--- src/rtl/seq_sub_pkg.sv ---
// Shared constants and types for the bit-serial subtractor.
// The signed-overflow output is built only when SEQ_SUB_OVF_EN is defined.
package seq_sub_pkg;

  // Operand width used when the top is instantiated without overrides
  localparam int SEQ_SUB_WIDTH = 8;

  // Control states: wait for start, shift one bit per cycle, present result
  typedef enum logic [1:0] {
    IDLE = 2'd0,
    RUN  = 2'd1,
    DONE = 2'd2
  } state_t;

  // Counter must hold the value WIDTH itself so it never wraps mid-operation
  function automatic int cnt_bits(input int w);
    return $clog2(w + 1);
  endfunction

endpackage

--- src/rtl/seq_subtractor_8_fs.sv ---
// One-bit full subtractor: d = x - y - bi, bo = borrow out.
// Purely combinational; the serial datapath registers the borrow around it.
module full_subtractor (
  input  logic x,
  input  logic y,
  input  logic bi,
  output logic d,
  output logic bo
);

  assign d  = x ^ y ^ bi;
  assign bo = (~x & y) | (~(x ^ y) & bi);

endmodule

--- src/rtl/seq_subtractor_8.sv ---
// Bit-serial subtractor: diff = a - b - bin, one bit per clock, LSB first.
// A start in IDLE or DONE captures the operands; WIDTH RUN cycles later the
// result lands on diff/bout in one step and done pulses for one cycle.
// Define SEQ_SUB_OVF_EN to add the registered signed-overflow output ovf.
// WIDTH must be at least 2.
module seq_subtractor_8
  import seq_sub_pkg::*;
#(
  parameter int WIDTH = SEQ_SUB_WIDTH
) (
  input  logic             clk,
  input  logic             rst,
  input  logic             start,
  input  logic [WIDTH-1:0] a,
  input  logic [WIDTH-1:0] b,
  input  logic             bin,
  output logic             busy,
  output logic             done,
  output logic [WIDTH-1:0] diff,
`ifdef SEQ_SUB_OVF_EN
  output logic             bout,
  output logic             ovf
`else
  output logic             bout
`endif
);

  localparam int CW = cnt_bits(WIDTH);
  // Accumulator keeps the WIDTH-1 low result bits; the MSB comes straight
  // from the subtractor on the final cycle.
  localparam int AW = WIDTH - 1;

  state_t          state, state_nxt;
  logic [WIDTH-1:0] a_sr, b_sr;
  logic [AW-1:0]   acc_sr;
  logic [CW-1:0]   cnt;
  logic            brw;
  logic            fs_d, fs_bo;
  logic            cap;
  logic            last;

  // Operands are accepted whenever the engine is not mid-operation
  assign cap  = start && ((state == IDLE) || (state == DONE));
  assign last = (cnt == CW'(WIDTH - 1));

  full_subtractor u_fs (
    .x  (a_sr[0]),
    .y  (b_sr[0]),
    .bi (brw),
    .d  (fs_d),
    .bo (fs_bo)
  );

  // State register; reset wins over any start on the same edge
  always_ff @(posedge clk) begin
    if (rst) state <= IDLE;
    else     state <= state_nxt;
  end

  // Next-state: DONE lasts one cycle, and a start there chains straight to RUN
  always_comb begin
    state_nxt = state;
    case (state)
      IDLE:    if (start) state_nxt = RUN;
      RUN:     if (last)  state_nxt = DONE;
      DONE:    state_nxt = start ? RUN : IDLE;
      default: state_nxt = IDLE;
    endcase
  end

  // Status outputs are pure decodes of the state
  always_comb begin
    busy = 1'b0;
    done = 1'b0;
    case (state)
      RUN:     busy = 1'b1;
      DONE:    done = 1'b1;
      default: ;
    endcase
  end

  // Serial datapath: capture on start, then shift one bit per RUN cycle
  always_ff @(posedge clk) begin
    if (rst) begin
      a_sr   <= '0;
      b_sr   <= '0;
      acc_sr <= '0;
      brw    <= 1'b0;
      cnt    <= '0;
    end else if (cap) begin
      a_sr   <= a;
      b_sr   <= b;
      acc_sr <= '0;
      brw    <= bin;
      cnt    <= '0;
    end else if (state == RUN) begin
      a_sr   <= a_sr >> 1;
      b_sr   <= b_sr >> 1;
      acc_sr <= (acc_sr >> 1) | (AW'(fs_d) << (AW - 1));
      brw    <= fs_bo;
      cnt    <= cnt + CW'(1);
    end
  end

  // Result registers load once, on the RUN-to-DONE edge, so diff never
  // shows a partially shifted value
  always_ff @(posedge clk) begin
    if (rst) begin
      diff <= '0;
      bout <= 1'b0;
    end else if ((state == RUN) && last) begin
      diff <= {fs_d, acc_sr};
      bout <= fs_bo;
    end
  end

`ifdef SEQ_SUB_OVF_EN
  logic a_msb, b_msb;

  // Operand sign bits are shifted out of a_sr/b_sr, so keep copies
  always_ff @(posedge clk) begin
    if (rst) begin
      a_msb <= 1'b0;
      b_msb <= 1'b0;
    end else if (cap) begin
      a_msb <= a[WIDTH-1];
      b_msb <= b[WIDTH-1];
    end
  end

  // Overflow: operands of opposite sign and the result sign differs from a
  always_ff @(posedge clk) begin
    if (rst)                          ovf <= 1'b0;
    else if ((state == RUN) && last)  ovf <= (a_msb != b_msb) && (fs_d != a_msb);
  end
`endif

endmodule

--- config.mk ---
export PLATFORM = sky130hd
export DESIGN_NAME = seq_subtractor_8
export DESIGN_NICKNAME = d
export VERILOG_FILES = /design/src/rtl/seq_sub_pkg.sv /design/src/rtl/seq_subtractor_8_fs.sv /design/src/rtl/seq_subtractor_8.sv
export SDC_FILE = /design/constraint.sdc
export NUM_CORES = 1
export LEC_CHECK = 0
export CORE_ASPECT_RATIO = 0.8
export CORE_MARGIN = 3
export CORE_UTILIZATION = 30
export CTS_CLUSTER_DIAMETER = 30
export DETAILED_ROUTE_END_ITERATION = 10
export PLACE_DENSITY = 0.59
export SYNTH_ARGS = -nofsm -noshare
export SYNTH_HDL_FRONTEND = slang
export SYNTH_SLANG_ARGS = --single-unit
export TNS_END_PERCENT = 100
--- constraint.sdc ---
create_clock -name clk -period 1.55 [get_ports clk]
set_input_delay 0.2325 -clock clk [delete_from_list [all_inputs] [get_ports clk]]
set_output_delay 0.2325 -clock clk [all_outputs]
set_load 0.03 [all_outputs]
==> impl_metrics.py, run 1 <==
metrics = {
    "power_and_ir_drop": {
        "ir_worst_vdd_mv": 0.561,
        "totalPowerFinal_mw": 2.03,
        "power.leakage_nw": 0.846,
        "power_density_mw_per_mm2": 979,
    },
    "worst_setup_path": {
        "critPathKind": "register to output pin",
        "crit_slowest_cell": "clkdlybuf4s50_1",
        "start_kind": "register",
        "critPathBufInv": 1,
        "cp_max_fo": 2,
        "worst_path_largest_cell_delay_ns": 0.67,
        "end_kind": "output pin",
        "required_ns": 1.32,
        "cp.arrival_ns": 1.28,
        "cp_top_family": "buffers and inverters",
        "crit_chain": "clkdlybuf4s50_1",
    },
    "floorplan": {
        "core_area_sq_mm": 0.00476,
        "row_count": 22,
        "ios": 31,
        "die_w_um": 86.1,
        "die_height_um": 70.1,
        "die-area_sq_mm": 0.00604,
        "initial_utilization_pct": 32.3,
    },
    "placed_design": {
        "postPlaceCellArea_sq_mm": 0.00196,
        "portBuffers": 30,
        "pre_cts_slack_ns": 0.120,
        "hpwl_mm": 2.55,
        "place.gp.congestion": 0.705,
    },
    "global_routing": {
        "grt_max_degree": 24,
        "grt_remaining_overflow": 0,
        "grt_pass1_wl_mm": 6.33,
        "antenna_found_initial": 0,
        "grt_pass1_vias": 1298,
        "grt_use_total_pct": 13.2,
    },
    "layout": {
        "drive_above_1_share_pct": 10.9,
        "area_growth_pct": 34.6,
        "final_core_util_pct": 43.5,
        "post-route-cell-area_sq_mm": 0.00207,
        "antenna_cells": 0,
        "nets": 242,
    },
    "cts": {
        "cts_htree_levels": 2,
        "cts_buffers": 5,
        "cts_tree": "done",
        "clk-insertion-delay-late_ns": 0.29,
        "cts-root-buf": "clkbuf_8",
        "cts_sinks": 39,
        "cts_buffer_depth": 2,
        "path_clk_slew_ns": 0.07,
    },
    "timing": {
        "fin_crit_ns": 1.51,
        "clock.fmax_ghz": 0.660,
        "grt_setup_unrepaired": "false",
        "slew_violations": 0,
        "setup-violations-final": 0,
        "tightest_slew_ns": 0.321,
        "fin_tns_setup_ns": 0,
        "hold_viol": 0,
        "setup_slack_ns": 0.0350,
        "fin_crit_sh_pct": 97.7,
        "max-slew-margin-rel_pct": 78.6,
        "skew_ns": 0.00544,
    },
    "yosys": {
        "synth_area_leaders": "dfxtp_1, a21oi_1, nand2_1, nor3_1, o21ai_0",
        "yosysSeqAreaShare_pct": 50.7,
        "netlist_area_sq_mm": 0.00154,
        "ys_warn_count": 0,
        "yosysTopAreaCell": "dfxtp_1",
        "synth_top_area_share_pct": 50.7,
        "synth_seq_cells": 39,
        "synth_nets": 204,
        "synth_cell_types": 30,
        "avgSynthCellArea_sq_um": 8.46,
        "syn_inst": 182,
    },
    "route": {
        "dr.pass1.iters": 4,
        "drt_iter0_drc": 70,
        "ant_nets": 0,
        "drcViolationCount": 0,
        "viasPerCell": 4.81,
        "wl_per_cell_um": 13.3,
        "vias": 1353,
        "wirelength_mm": 3.75,
    },
    "run_status": {
        "status": "complete, no violations",
    },
    "min_path": {
        "worst_hold_path_type": "register to register",
    },
    "run": {
        "cap_violations": 0,
    },
}
-- cell usage after synthesis (all sizes together) --
cell type  count
nand3         12
inv            4
a21oi         22
and2b          1
ha             1
dfxtp         39
o221ai         1
a311oi         1
or3            1
xnor2          1
and3b          1
mux2i          1
nand2         28
a31oi          6
nand3b         2
buf           12
nor2           3
xor2           1
nor2b          1
nor3          16
o21ai         14
a22oi          1
clkbuf         2
o22ai          7
nand2b         2
a2bb2oi        1
fa             1
-- state kept, by name (all words and copies together), names as in the netlist --
register,flops
a_sr,8
b_sr,8
diff,8
acc_sr,7
cnt,4
state,2
bout,1
brw,1
-- cell usage in the layout, fill, tap and decap left out, types with 2 or more instances in the layout --
cell type and count:
a21oi_1 22, a31oi_1 6, buf_12 2, buf_4 14, clkbuf_1 2, clkbuf_8 5
clkdlybuf4s50_1 21, dfxtp_1 39, dlygate4sd2_1 2, dlymetal6s2s_1 6, inv_1 3, nand2_1 28
nand3_1 12, nand3b_1 2, nor2_1 3, nor3_1 16, o21ai_0 14, o22ai_1 7
-- power by group --
| part | switching [mW] | internal, mW |
|---|---|---|
| registers | 0.0278 | 1.05 |
| clock network | 0.346 | 0.316 |
| logic | 0.149 | 0.144 |
| total | 0.522 | 1.51 |
-- what timing repair did --
item                       in CTS  in global routing
setup buffers                   0                  2
hold buffers                    0                  0
cloned                          0                  0
gates resized for setup         3                  6
setup endpoints to repair       3                  8
-- worst paths after layout --
path,cells after the start,from,end,slack (ns)
worst max-delay path,1,diff[7],diff[7],0.04
worst min-delay path,2,acc_sr[0],acc_sr[0],0.46
worst max register to register,4,state[0],cnt[3],0.24
worst min register to register,2,acc_sr[0],acc_sr[0],0.46
-- per-layer routing --
layer	vias up	global-route usage [%]	share of wire, %
met2	17	19.5	44
li1	715	-	-
met4	0	5.27	1.6
met1	617	18.1	51
met5	-	0	0
met3	4	3.30	2.9
-- per-stage QoR --
stage | hold WS (ns) | std cells
after floorplan | 0.305 | 182
after global placement | 0.444 | 271
after detailed placement | 0.452 | 271
after CTS | 0.463 | 279
after global routing | 0.494 | 281
final | 0.461 | 281
-- cell families (layout without fill, tap and decap cells) --
family                   after synthesis  count (layout)  synth area share [%]
AO/OA/AOI/OAI                         53              53                  19.2
XOR/XNOR                               2               2                  1.14
adder cells (fa/ha/maj)                2               2                  2.11
buffers and inverters                 18              57                  5.77
flip-flops                            39              39                  50.7
multiplexers                           1               1                 0.650
AND/OR/NAND/NOR                       67              67                  20.5
-- final cells by class --
class                      instances  area (sq um)
fill                             493          2690
tap                               60          75.1
sequential                        39           781
inverter                           4          17.5
clock inverter                     1          5.00
multi-input combinational        125           671
timing repair buffer              45           448
clock buffer                       7          76.3
Note: power is estimated with default switching activity, not from simulation.
==> run 2: changes to the inputs <==
CORE_UTILIZATION = 50   (was 30)
PLACE_DENSITY = unset   (was 0.59)
PLACE_DENSITY_LB_ADDON = 0.12   (was unset)
==> run 2 against run 1 <==
Cell area down 3.7%. Global-route usage up 7.7 points. Cell count down 9.3%. Worst setup slack better by 0.0044 ns. Flip-flop and latch count unchanged. Clock skew down 0.0022 ns. Maximum frequency up 0.29%. Critical endpoint is now diff[2]. Largest cell class unchanged.
==> impl_metrics.py, run 2 (same netlist as run 1, synthesis figures left out) <==
metrics = {
    "route": {
        "drt_iter0_drc": 85,
        "ant_nets": 0,
        "dr.pass1.iters": 5,
        "wirelength_mm": 3.63,
        "vias": 1419,
        "viasPerCell": 5.56,
        "wl_per_cell_um": 14.2,
        "drcViolationCount": 0,
    },
    "floorplan": {
        "initial_utilization_pct": 54.0,
        "ios": 31,
        "die_height_um": 55.6,
        "core_area_sq_mm": 0.00285,
        "row_count": 17,
        "die-area_sq_mm": 0.00379,
        "die_w_um": 68.1,
    },
    "worst_setup_path": {
        "cp_max_fo": 2,
        "crit_chain": "clkdlybuf4s50_1",
        "critPathBufInv": 1,
        "cp_top_family": "buffers and inverters",
        "end_kind": "output pin",
        "crit_slowest_cell": "clkdlybuf4s50_1",
        "required_ns": 1.32,
        "cp.arrival_ns": 1.28,
        "start_kind": "register",
        "worst_path_largest_cell_delay_ns": 0.66,
        "critPathKind": "register to output pin",
    },
    "timing": {
        "grt_setup_unrepaired": "false",
        "fin_tns_setup_ns": 0,
        "holdWs_ns": 0.475,
        "skew_ns": 0.00321,
        "fin_crit_sh_pct": 97.5,
        "clock.fmax_ghz": 0.662,
        "hold_viol": 0,
        "setup_slack_ns": 0.0395,
        "tightest_slew_ns": 0.380,
        "max-slew-margin-rel_pct": 74.6,
        "fin_crit_ns": 1.51,
        "setup-violations-final": 0,
        "slew_violations": 0,
    },
    "cts": {
        "clk-insertion-delay-late_ns": 0.29,
        "cts-root-buf": "clkbuf_8",
        "path_clk_slew_ns": 0.07,
        "cts_buffer_depth": 2,
        "cts_buffers": 5,
        "cts_tree": "done",
        "ctsHoldBuffers": 0,
        "cts_sinks": 39,
        "cts_htree_levels": 2,
    },
    "layout": {
        "stdcell_count": 255,
        "drive_above_1_share_pct": 10.1,
        "final_cell_mix": "dfxtp_1, nand2_1, a21oi_1",
        "final_common_cell": "dfxtp_1",
        "reg_top3": "a_sr x8, b_sr x8, diff x8",
        "post-route-cell-area_sq_mm": 0.00200,
        "antenna_cells": 0,
        "final_core_util_pct": 70.0,
        "area_growth_pct": 29.6,
        "nets": 240,
    },
    "power_and_ir_drop": {
        "totalPowerFinal_mw": 1.97,
        "swShare_pct": 24.9,
        "power_density_mw_per_mm2": 989,
        "switchingPower_uw": 492,
        "power_frac_clock_pct": 31.3,
        "power.leakage_nw": 0.818,
        "seqPwrFrac_pct": 54.5,
        "p_int_mw": 1.48,
        "ir_worst_vdd_mv": 0.520,
        "p_comb_share_pct": 14.3,
    },
    "global_routing": {
        "grt.busiest_layer": "met2",
        "grt_use_total_pct": 20.8,
        "grt_remaining_overflow": 0,
        "grt_max_degree": 23,
        "grt_pass1_wl_mm": 5.93,
        "met1_usage_pct": 27.6,
        "use_met3_pct": 7.27,
        "antenna_found_initial": 0,
        "grt_pass1_vias": 1327,
        "grtUsageMet2_pct": 31.0,
    },
    "placed_design": {
        "hpwl_mm": 2.46,
        "portBuffers": 30,
        "pre_cts_slack_ns": 0.113,
        "placed_cells_incl_taps": 247,
        "place.gp.congestion": 0.773,
        "postPlaceCellArea_sq_mm": 0.00189,
    },
    "run_status": {
        "status": "complete, no violations",
    },
    "min_path": {
        "worst_hold_path_type": "register to register",
    },
    "run": {
        "cap_violations": 0,
    },
}
run 2: metal layers:
| metal | routed length, um | vias up |
|---|---|---|
| met3 | 210 | 6 |
| li1 | - | 709 |
| met5 | 0 | - |
| met2 | 1630 | 33 |
| met1 | 1730 | 671 |
| met4 | 49 | 0 |
run 2: timing repair:
action / 4_1_cts / 5_1_grt
buffers inserted: 0 / 2
gates resized for setup: 2 / 7
gates cloned: 0 / 0
pin swaps: 0 / 1
endpoints found under the setup margin: 2 / 9
run 2: final timing paths:
kind	start	to	slack, ns	cells past startpoint
hold reg to reg	acc_sr[3]	acc_sr[2]	0.47	2
hold / removal	acc_sr[3]	acc_sr[2]	0.47	2
setup / recovery	diff[2]	diff[2]	0.04	1
setup reg to reg	cnt[0]	bout	0.22	4
run 2: power by group through the flow:
| stage | registers (mW) | logic, mW | clock network, mW |
|---|---|---|---|
| floorplan | 1.09 | 0.174 | 0 |
| global placement | 1.10 | 0.267 | 0 |
| detailed placement | 1.10 | 0.275 | 0 |
| CTS | 1.08 | 0.277 | 0.635 |
| global route | 1.08 | 0.312 | 0.662 |
| finish | 1.08 | 0.281 | 0.617 |
run 2: worst reg2reg max path, stage by stage (launching register included):
cell,delay [ns]
dfxtp_1,0.37
ha_1,0.21
and3b_2,0.32
a21oi_1,0.10
a311oi_1,0.24
run 2: layout make-up:
cell class,count,area (sq um)
fillers,242,855
flip-flops and latches,39,781
multi-input cells,125,672
repair buffers,43,408
clock buffers,6,72.6
well taps,38,47.5
inverters,4,15.0
